## config.mk

```make
export PLATFORM = sky130hd
export DESIGN_NAME = whack_game_ctrl_flat
export DESIGN_NICKNAME = d
export VERILOG_FILES = /design/src/rtl/whack_game_ctrl_if.sv /design/src/rtl/whack_game_ctrl.sv /design/src/flat_wrapper.sv
export SDC_FILE = /design/constraint.sdc
export NUM_CORES = 1
export LEC_CHECK = 0
export BUFFER_PORTS_ARGS = -buffer_cell sky130_fd_sc_hd__buf_2
export CAP_MARGIN = 20
export CORE_ASPECT_RATIO = 0.8
export CORE_MARGIN = 5
export CORE_UTILIZATION = 60
export CTS_CLUSTER_SIZE = 10
export DETAILED_ROUTE_END_ITERATION = 6
export GPL_ROUTABILITY_DRIVEN = 1
export MAX_ROUTING_LAYER = met4
export PLACE_DENSITY = 0.84
export REMOVE_ABC_BUFFERS = 1
export SYNTH_ARGS = -nofsm -noshare
export SYNTH_HDL_FRONTEND = slang
export SYNTH_SLANG_ARGS = --single-unit
```

## constraint.sdc

```tcl
create_clock -name clk -period 7 [get_ports clk]
set_input_delay 0.7 -clock clk [delete_from_list [all_inputs] [get_ports clk]]
set_output_delay 0.7 -clock clk [all_outputs]
set_load 0.05 [all_outputs]
```

## src/rtl/whack_game_ctrl_if.sv

```systemverilog
// Game-side signal bundle for whack_game_ctrl: player/timer inputs and
// the registered mole, score and status outputs.
interface whack_game_ctrl_if #(
    parameter int unsigned NUM_HOLES = 4
);
    logic                 start_btn;
    logic [NUM_HOLES-1:0] whack;
    logic                 timer_signal;
    logic                 game_start;
    logic                 timer_clear;
    logic [NUM_HOLES-1:0] mole;
    logic [3:0]           score_ones;
    logic [3:0]           score_tens;
    logic                 game_over;

    modport master (
        output start_btn, whack, timer_signal,
        input  game_start, timer_clear, mole, score_ones, score_tens, game_over
    );

    modport slave (
        input  start_btn, whack, timer_signal,
        output game_start, timer_clear, mole, score_ones, score_tens, game_over
    );
endinterface

```

## src/rtl/whack_game_ctrl.sv

```systemverilog
// Whack-a-mole game controller: LFSR mole selection, mole lifetime, BCD score.
// Define WHACK_MISS_PENALTY_EN to subtract a point for whacking an unlit hole.
module whack_game_ctrl #(
    parameter int unsigned NUM_HOLES  = 4,
    parameter int unsigned MOLE_TICKS = 50000000,
    parameter logic [7:0]  LFSR_SEED  = 8'hA5
) (
    input logic              clk,
    input logic              reset,
    whack_game_ctrl_if.slave bus
);
    localparam int unsigned IdxW = (NUM_HOLES > 1) ? $clog2(NUM_HOLES) : 1;
    localparam int unsigned CntW = 27;
    localparam logic [CntW-1:0] Reload = CntW'(MOLE_TICKS - 1);

    typedef enum logic [1:0] {StIdle, StArm, StPlaying, StOver} state_e;

    state_e               state_q, state_d;
    logic [7:0]           lfsr_q, lfsr_d;
    logic [CntW-1:0]      cnt_q, cnt_d;
    logic [IdxW-1:0]      idx_q, idx_d, idx_new;
    logic [NUM_HOLES-1:0] mole_q, mole_d, mole_new;
    logic [NUM_HOLES-1:0] whack_q, whack_edge;
    logic                 start_q, start_edge, edge_ok_q;
    logic [3:0]           ones_q, ones_d, tens_q, tens_d;
    logic                 game_start_q, timer_clear_q, game_over_q;
    logic                 hit, expire;

    // edge_ok_q masks the first cycle after reset, when the history regs are still zero
    assign start_edge = edge_ok_q & bus.start_btn & ~start_q;
    assign whack_edge = {NUM_HOLES{edge_ok_q}} & bus.whack & ~whack_q;

    assign lfsr_d   = {lfsr_q[6:0], lfsr_q[7] ^ lfsr_q[5] ^ lfsr_q[4] ^ lfsr_q[3]};
    assign idx_new  = (lfsr_q[IdxW-1:0] == idx_q) ? idx_q + IdxW'(1) : lfsr_q[IdxW-1:0];
    assign mole_new = {{(NUM_HOLES-1){1'b0}}, 1'b1} << idx_new;

    assign hit    = (state_q == StPlaying) && (|(whack_edge & mole_q));
    assign expire = (state_q == StPlaying) && (cnt_q == '0);

`ifdef WHACK_MISS_PENALTY_EN
    logic miss;
    assign miss = (state_q == StPlaying) && (|(whack_edge & ~mole_q));
`endif

    always_comb begin
        state_d = state_q;
        idx_d   = idx_q;
        cnt_d   = cnt_q;
        mole_d  = mole_q;
        ones_d  = ones_q;
        tens_d  = tens_q;
        unique case (state_q)
            StIdle: begin
                if (start_edge) state_d = StArm;
            end
            StArm: begin
                state_d = StPlaying;
                idx_d   = idx_new;
                cnt_d   = Reload;
                mole_d  = mole_new;
            end
            StPlaying: begin
                if (hit || expire) begin
                    idx_d  = idx_new;
                    cnt_d  = Reload;
                    mole_d = mole_new;
                end else begin
                    cnt_d = cnt_q - CntW'(1);
                end
                if (hit) begin
                    if (!(tens_q == 4'd9 && ones_q == 4'd9)) begin
                        if (ones_q == 4'd9) begin
                            ones_d = 4'd0;
                            tens_d = tens_q + 4'd1;
                        end else begin
                            ones_d = ones_q + 4'd1;
                        end
                    end
                end
`ifdef WHACK_MISS_PENALTY_EN
                else if (miss) begin
                    if (ones_q != 4'd0) begin
                        ones_d = ones_q - 4'd1;
                    end else if (tens_q != 4'd0) begin
                        ones_d = 4'd9;
                        tens_d = tens_q - 4'd1;
                    end
                end
`endif
                if (bus.timer_signal) state_d = StOver;
            end
            StOver: begin
                if (start_edge) state_d = StArm;
            end
            default: state_d = StIdle;
        endcase
        if (state_d == StArm) begin
            ones_d = 4'd0;
            tens_d = 4'd0;
        end
        if (state_d != StPlaying) mole_d = '0;
    end

    always_ff @(posedge clk) begin
        if (reset) begin
            state_q       <= StIdle;
            lfsr_q        <= LFSR_SEED;
            cnt_q         <= Reload;
            idx_q         <= '0;
            mole_q        <= '0;
            ones_q        <= 4'd0;
            tens_q        <= 4'd0;
            start_q       <= 1'b0;
            whack_q       <= '0;
            edge_ok_q     <= 1'b0;
            game_start_q  <= 1'b0;
            timer_clear_q <= 1'b0;
            game_over_q   <= 1'b0;
        end else begin
            state_q       <= state_d;
            lfsr_q        <= lfsr_d;
            cnt_q         <= cnt_d;
            idx_q         <= idx_d;
            mole_q        <= mole_d;
            ones_q        <= ones_d;
            tens_q        <= tens_d;
            start_q       <= bus.start_btn;
            whack_q       <= bus.whack;
            edge_ok_q     <= 1'b1;
            game_start_q  <= (state_d == StPlaying);
            timer_clear_q <= (state_d == StArm);
            game_over_q   <= (state_d == StOver);
        end
    end

    assign bus.game_start  = game_start_q;
    assign bus.timer_clear = timer_clear_q;
    assign bus.game_over   = game_over_q;
    assign bus.mole        = mole_q;
    assign bus.score_ones  = ones_q;
    assign bus.score_tens  = tens_q;
endmodule

```

## src/flat_wrapper.sv

```systemverilog
// flat-port wrapper written by rule: the top's interface ports become plain ports
module whack_game_ctrl_flat 
#(
    parameter int unsigned NUM_HOLES  = 4,
    parameter int unsigned MOLE_TICKS = 50000000,
    parameter logic [7:0]  LFSR_SEED  = 8'hA5
)
  (clk, reset, bus_start_btn, bus_whack, bus_timer_signal, bus_game_start, bus_timer_clear, bus_mole, bus_score_ones, bus_score_tens, bus_game_over);
  whack_game_ctrl_if #(.NUM_HOLES(NUM_HOLES)) bus_i ();
  input logic clk;
  input logic reset;
  input wire logic [$bits(bus_i.start_btn)-1:0] bus_start_btn;
  input wire logic [$bits(bus_i.whack)-1:0] bus_whack;
  input wire logic [$bits(bus_i.timer_signal)-1:0] bus_timer_signal;
  output wire logic [$bits(bus_i.game_start)-1:0] bus_game_start;
  output wire logic [$bits(bus_i.timer_clear)-1:0] bus_timer_clear;
  output wire logic [$bits(bus_i.mole)-1:0] bus_mole;
  output wire logic [$bits(bus_i.score_ones)-1:0] bus_score_ones;
  output wire logic [$bits(bus_i.score_tens)-1:0] bus_score_tens;
  output wire logic [$bits(bus_i.game_over)-1:0] bus_game_over;
  assign bus_i.start_btn = bus_start_btn;
  assign bus_i.whack = bus_whack;
  assign bus_i.timer_signal = bus_timer_signal;
  assign bus_game_start = bus_i.game_start;
  assign bus_timer_clear = bus_i.timer_clear;
  assign bus_mole = bus_i.mole;
  assign bus_score_ones = bus_i.score_ones;
  assign bus_score_tens = bus_i.score_tens;
  assign bus_game_over = bus_i.game_over;
  whack_game_ctrl #(.NUM_HOLES(NUM_HOLES), .MOLE_TICKS(MOLE_TICKS), .LFSR_SEED(LFSR_SEED)) u_core (.clk(clk), .reset(reset), .bus(bus_i));
endmodule
```

Yosys cells after proc, flatten, opt, wreduce, memory -nomap -nowiden
Cells that the tools add are included.
{"block": "word_totals", "out_inout_bits": 15, "wordCells": 66, "in_bits": 8, "register_bits": 60}
{"block": "classes", "shift": 1, "n_eq_ne": 11, "n_addsub": 4, "reduce_logical": 14, "muxes": 12, "bitwise": 11}
{"op": "$pmux W27 S2", "n": 1}
{"op": "$logic_not A27 Y1", "n": 1}
{"op": "$mux W27", "n": 1}
{"op": "$sub A27 B1 Y27 const B", "n": 1}
{"op": "$and A4 B4 Y4", "n": 3}
{"op": "$add A4 B1 Y4 const B", "n": 2}
{"op": "$eq A2 B2 Y1 const B", "n": 4}
{"op": "$eq A4 B4 Y1 const B", "n": 2}
{"op": "$mux W2", "n": 4}
{"op": "$mux W4", "n": 2}
{"op": "$pmux W4 S2", "n": 1}
{"op": "$pmux W2 S3", "n": 1}
{"op": "$reduce_or A2 Y1", "n": 3}
{"op": "$eq A2 B1 Y1 const B", "n": 2}
{"op": "$ne A2 B2 Y1 const B", "n": 2}
{"op": "$not A4 Y4", "n": 1}
{"op": "$pmux W2 S2", "n": 1}
{"op": "$reduce_and A4 Y1", "n": 1}
{"op": "$reduce_or A4 Y1", "n": 1}
{"op": "$shl A1 B2 Y4 const A", "n": 1}
{"op": "$logic_and A1 B1 Y1", "n": 3}
{"op": "$reduce_and A3 Y1", "n": 1}
{"op": "$xor A1 B1 Y1", "n": 3}
{"op": "$add A2 B1 Y2 const B", "n": 1}
{"op": "other kinds (8)", "n": 10}

Logic depth before layout (Yosys ltp)
{"block": "depth", "depth_word": 8, "mapped_depth": 9, "ltp_nobuf": 7}

Worst setup path before layout
No wires, ideal clock.
{"block": "synth_timing", "path_type": "reg2reg", "from": "reg u_core.state_q[0]", "to": "reg u_core.cnt_q[15]", "setup_ps": 115, "required_time_ps": 6885, "arrival_ps": 2218, "slack_ps": 4666, "synth_period_minus_slack_ps": 2334, "path_stages_with_launch": 9, "n_path_buf": 1, "path_cell_list": "dfxtp_1 > inv_1 > ha_1 > buf_2 > or4_1 > or4_4 > nor3_1 > xnor2_1 > nand2_1"}
{"block": "synth_via", "elab_chain_len": 5, "elab_cells_between_ends": 8, "cone_classes": "2 x eq/ne; 2 x mux; 4 x reduce/logical"}
{"item": "from (decl)", "line_no": "whack_game_ctrl.sv:18", "text": "state_e state_q, state_d;"}
{"item": "from (signal assigned)", "line_no": "whack_game_ctrl.sv:106", "text": "state_q <= StIdle;"}
{"item": "from (signal assigned)", "line_no": "whack_game_ctrl.sv:120", "text": "state_q <= state_d;"}
{"item": "$eq A2 B2 Y1", "line_no": "whack_game_ctrl.sv:37, whack_game_ctrl.sv:38, whack_game_ctrl.sv:52"}
{"item": "$logic_and A1 B1 Y1 (on tied branches)", "line_no": "whack_game_ctrl.sv:37, whack_game_ctrl.sv:38"}
{"item": "$logic_or A1 B1 Y1", "line_no": "whack_game_ctrl.sv:63", "text": "if (hit || expire) begin"}
{"item": "$mux W27", "line_no": "whack_game_ctrl.sv:63"}
{"item": "$pmux W27 S2", "line_no": "whack_game_ctrl.sv:52", "text": "unique case (state_q)"}
{"item": "to (signal assigned)", "line_no": "whack_game_ctrl.sv:108", "text": "cnt_q <= Reload;"}
{"item": "to (signal assigned)", "line_no": "whack_game_ctrl.sv:122", "text": "cnt_q <= cnt_d;"}
{"item": "to (decl)", "line_no": "whack_game_ctrl.sv:20", "text": "logic [CntW-1:0] cnt_q, cnt_d;"}
Several ways; a longest one is shown, not always the timed one.
A chain may end at the register's enable or synchronous reset.

Final worst setup path
{"block": "layout_timing", "from": "reg u_core.state_q[0]", "to": "reg u_core.cnt_q[9]"}
Same word-level chain as after synthesis.

==> impl_summary.md <==
Status
The run finished with clean final reports.

Min path
The path class of the tightest hold or removal check is register to register.

Drt
The via density per instance is ~5.7. Summed over all layers, the routed wires come to roughly 5300 µm. After detailed routing, the average wire length per cell comes to 14.0 µm.

The routed layout has 2162 vias. Once detail routing completed, the nets flagged for antenna violations numbered 0. The first routing iteration left ~120 violations. The first detailed-routing pass ran for 4 iterations. The remaining design rule violation count is 0.

Global routing
The maximum number of pins on one net before global-route repair is 29. The overall track demand over capacity in global routing is 20.1%. The number of antenna violations at the first check in global routing came to 0. The number of global-route vias before repair is ~2000. Summed over all layers, the global routing overflow is 0. The global-route wire length before repair is 9270 µm.

Placed design
The final weighted congestion in routability-driven placement is 0.776. The count of buffers inserted at the top-level ports is 22. The HPWL after detailed placement is approximately 3700 µm.

Floorplan
The floorplan step defined a die boundary enclosing between 5000 and 6000 µm². The initial utilization of the core area, before any placement, comes to 62.8%. In this run the count of I/O pins placed on the die edge is 23.

Measured along the x axis, the die boundary spans 84.6 µm. In this run the core area contains 21 standard-cell rows. The die is 69.7 µm tall. In this run the standard cell core region covers 4260 µm².

Run
The max-capacitance violation count is 0.

Power
The internal power contribution is 0.626 mW. The analysis attributes to net switching a power of 0.276 mW. The portion of total power attributed to sequential cells is 42.0%. Per report_power, the combinational group accounts for 21.2% of the total.

The maximum resistive drop on vdd is 0.228 mV. The clock network accounts for a little under two fifths of the total power. Net switching is 30.6% of the power. The overall power after layout is 0.902 mW. In this run the power density over the cells is 299 nW/µm².

The leakage power figure is 1.11 nW.

Critical path
The element type at the critical path start is a register. The maximum net fanout on the critical path is 20. At the worst endpoint, the arrival time is between 2 and 3 ns.

The classification of the worst setup path is register to register. The critical path required time is 7.22 ns. The critical path capture point type is a register.

Timing
The worst path in the final design needs a cycle of 2.75 ns, including I/O delays and setup. The fraction of the cycle the final worst path needs is around 39%. Derived from the worst setup path, the maximum achievable clock frequency is 364 MHz. Setup violations remaining at the end of the flow were counted as 0. The final hold violation count is 0.

The total count of max-transition violations in the final report is 0. For the final database, setup skew stands at 0.00834 ns. Setup repair after global routing left no endpoint under its margin. For the final routed database, the setup TNS stands at 0 ns.

The slew of the pin with the lowest slew margin is 0.966 ns. The max-slew headroom at the worst pin is 35.6%.

Yosys
Among all flip-flop cells after synthesis, the most frequent one is dfxtp_1. Counting every instance in the synthesized netlist gives a little under 300. The number of distinct library cell variants in the gate-level netlist after synthesis is 50. For this run, asynchronously set or reset flops after synthesis account for 0%.

Yosys mapped a number of flops with a built-in enable equal to 0. The summed instance area of the synthesized netlist is 2670 µm². The count of yosys warnings during synthesis is 0. Dividing the synthesized area by the synthesized cell count gives 9.18 µm². The synthesized flop and latch total is 60. For this run, the register share of the synthesized area comes to 45.0%.

Clock network
The number of buffers inserted to repair setup after CTS is 0. The count of clock tree sinks is 60. The number of gates resized after CTS was 0. CTS built an H-tree with a depth of 3. The number of hold buffers added after CTS was 0. The CTS tree is done. The number of clock buffers added by TritonCTS is 9. The insertion delay of the later-clocked pin in the worst-skew pair is 0.34 ns.

After clock tree synthesis, the clock-pin slew on the worst setup and hold paths is approximately 0.070 ns. In this run the clock root is driven by a clkbuf_8. The number of buffers on the longest clock path is 2.

Cells and area
The number of antenna diodes in the final layout is 0. The area added between synthesis and finish is 13.1%. The count of nets after finishing is 328. In the final layout, the share of cells above drive strength 1 is 18.1%.
## final cells by class
cell class / instances / area [µm²]
well taps: 57 / 71.3
fillers: 341 / 1240
multi-input cells: 207 / 1360
flip-flops and latches: 60 / 1200
clock inverters: 3 / 42.5
clock buffers: 13 / 179
repair buffers: 22 / 110
inverters: 15 / 56.3
## critical path, cell delays in order (launching register included)
cell	delay [ns]
dfxtp_1	0.32
inv_1	0.09
ha_1	0.36
or4b_4	0.51
or4_1	0.52
a32o_1	0.57
a21boi_0	0.26
## per-layer routing
layer  share of wire, %  routed length, µm  track usage (%)
met2                 45               2360             28.0
met1                 48               2550             26.5
met5                  0                  0                -
met4                1.5                 80             6.85
met3                5.4                285             7.60
## metrics by stage
step                      area [µm²]  setup WS [ns]  util [%]  instances  hold slack, ns
after CTS                       3020           4.26      71.0        377           0.426
after global routing            3020           4.16      71.0        377           0.445
final                           3020           4.25      71.0        377           0.421
after floorplan                 2620           4.50         -        282           0.389
after detailed placement        2800           4.26      65.8        361           0.407
after global placement          2800           4.33      65.8        361           0.396
## synthesized netlist by cell type (2+ instances only)
cell / number / area [µm²]
a211oi_1: 4 / 30.0
a21oi_1: 9 / 45.0
clkbuf_1: 6 / 22.5
dfxtp_1: 60 / 1200
ha_1: 5 / 62.6
inv_1: 15 / 56.3
mux2i_1: 6 / 60.1
nand2_1: 25 / 93.8
nand2_2: 10 / 62.6
nand3_1: 14 / 70.1
nand3b_1: 3 / 22.5
nand4_1: 2 / 12.5
nand4b_1: 2 / 17.5
nor2_1: 15 / 56.3
nor2b_1: 10 / 62.6
nor3_1: 15 / 75.1
nor4_1: 10 / 62.6
o2111ai_1: 2 / 17.5
o21ai_0: 7 / 35.0
o22ai_1: 2 / 12.5
o31ai_1: 4 / 30.0
or2_2: 4 / 25.0
or3_1: 3 / 18.8
or4_1: 8 / 60.1
xnor2_1: 10 / 87.6
xor2_1: 16 / 140
## state kept, by name (all words and copies together), names as in the netlist
signal,cells
u_core.whack_q,4
u_core.lfsr_q,8
u_core.state_q,2
u_core.edge_ok_q,1
u_core.cnt_q,27
u_core.bus.game_start,1
u_core.start_q,1
u_core.bus.score_ones,4
u_core.bus.mole,4
u_core.idx_q,2
u_core.bus.timer_clear,1
u_core.bus.score_tens,4
u_core.bus.game_over,1
## kinds of logic (layout without fill, tap and decap cells)
family / Yosys count / after routing / share of synthesized area [%]
DFF: 60 / 60 / 45.0
muxes: 6 / 6 / 2.25
AOI/OAI and AO/OA: 41 / 41 / 10.6
and+or+nand+nor: 129 / 129 / 27.2
adders and majority gates: 5 / 5 / 2.34
xor gates and xnor gates: 26 / 26 / 8.52
buffers and inverters: 24 / 53 / 4.12
## worst paths after layout
kind	from	to	slack, ns	cells after the start
setup / recovery	u_core.state_q[0]	u_core.cnt_q[9]	4.25	6
hold / removal	u_core.lfsr_q[6]	u_core.lfsr_q[7]	0.42	1
setup reg to reg	u_core.state_q[0]	u_core.cnt_q[9]	4.25	6
hold reg to reg	u_core.lfsr_q[6]	u_core.lfsr_q[7]	0.42	1
## placed cells by master (no fill, tap or decap), drive strengths merged, types with 10 or more instances in the layout
| master | count |
|---|---|
| buf | 22 |
| clkbuf | 13 |
| dfxtp | 60 |
| inv | 15 |
| nand2 | 35 |
| nand3 | 14 |
| nor2 | 15 |
| nor2b | 10 |
| nor3 | 15 |
| nor4 | 12 |
| xnor2 | 10 |
| xor2 | 16 |
## power by group through the flow
stage / clock network, mW / logic (mW) / registers, mW
after global routing: 0.354 / 0.214 / 0.382
after detailed placement: 0 / 0.188 / 0.386
final: 0.332 / 0.191 / 0.379
after global placement: 0 / 0.185 / 0.385
after CTS: 0.337 / 0.189 / 0.379
after floorplan: 0 / 0.122 / 0.408
No activity file was read; power rests on OpenSTA's default activity.
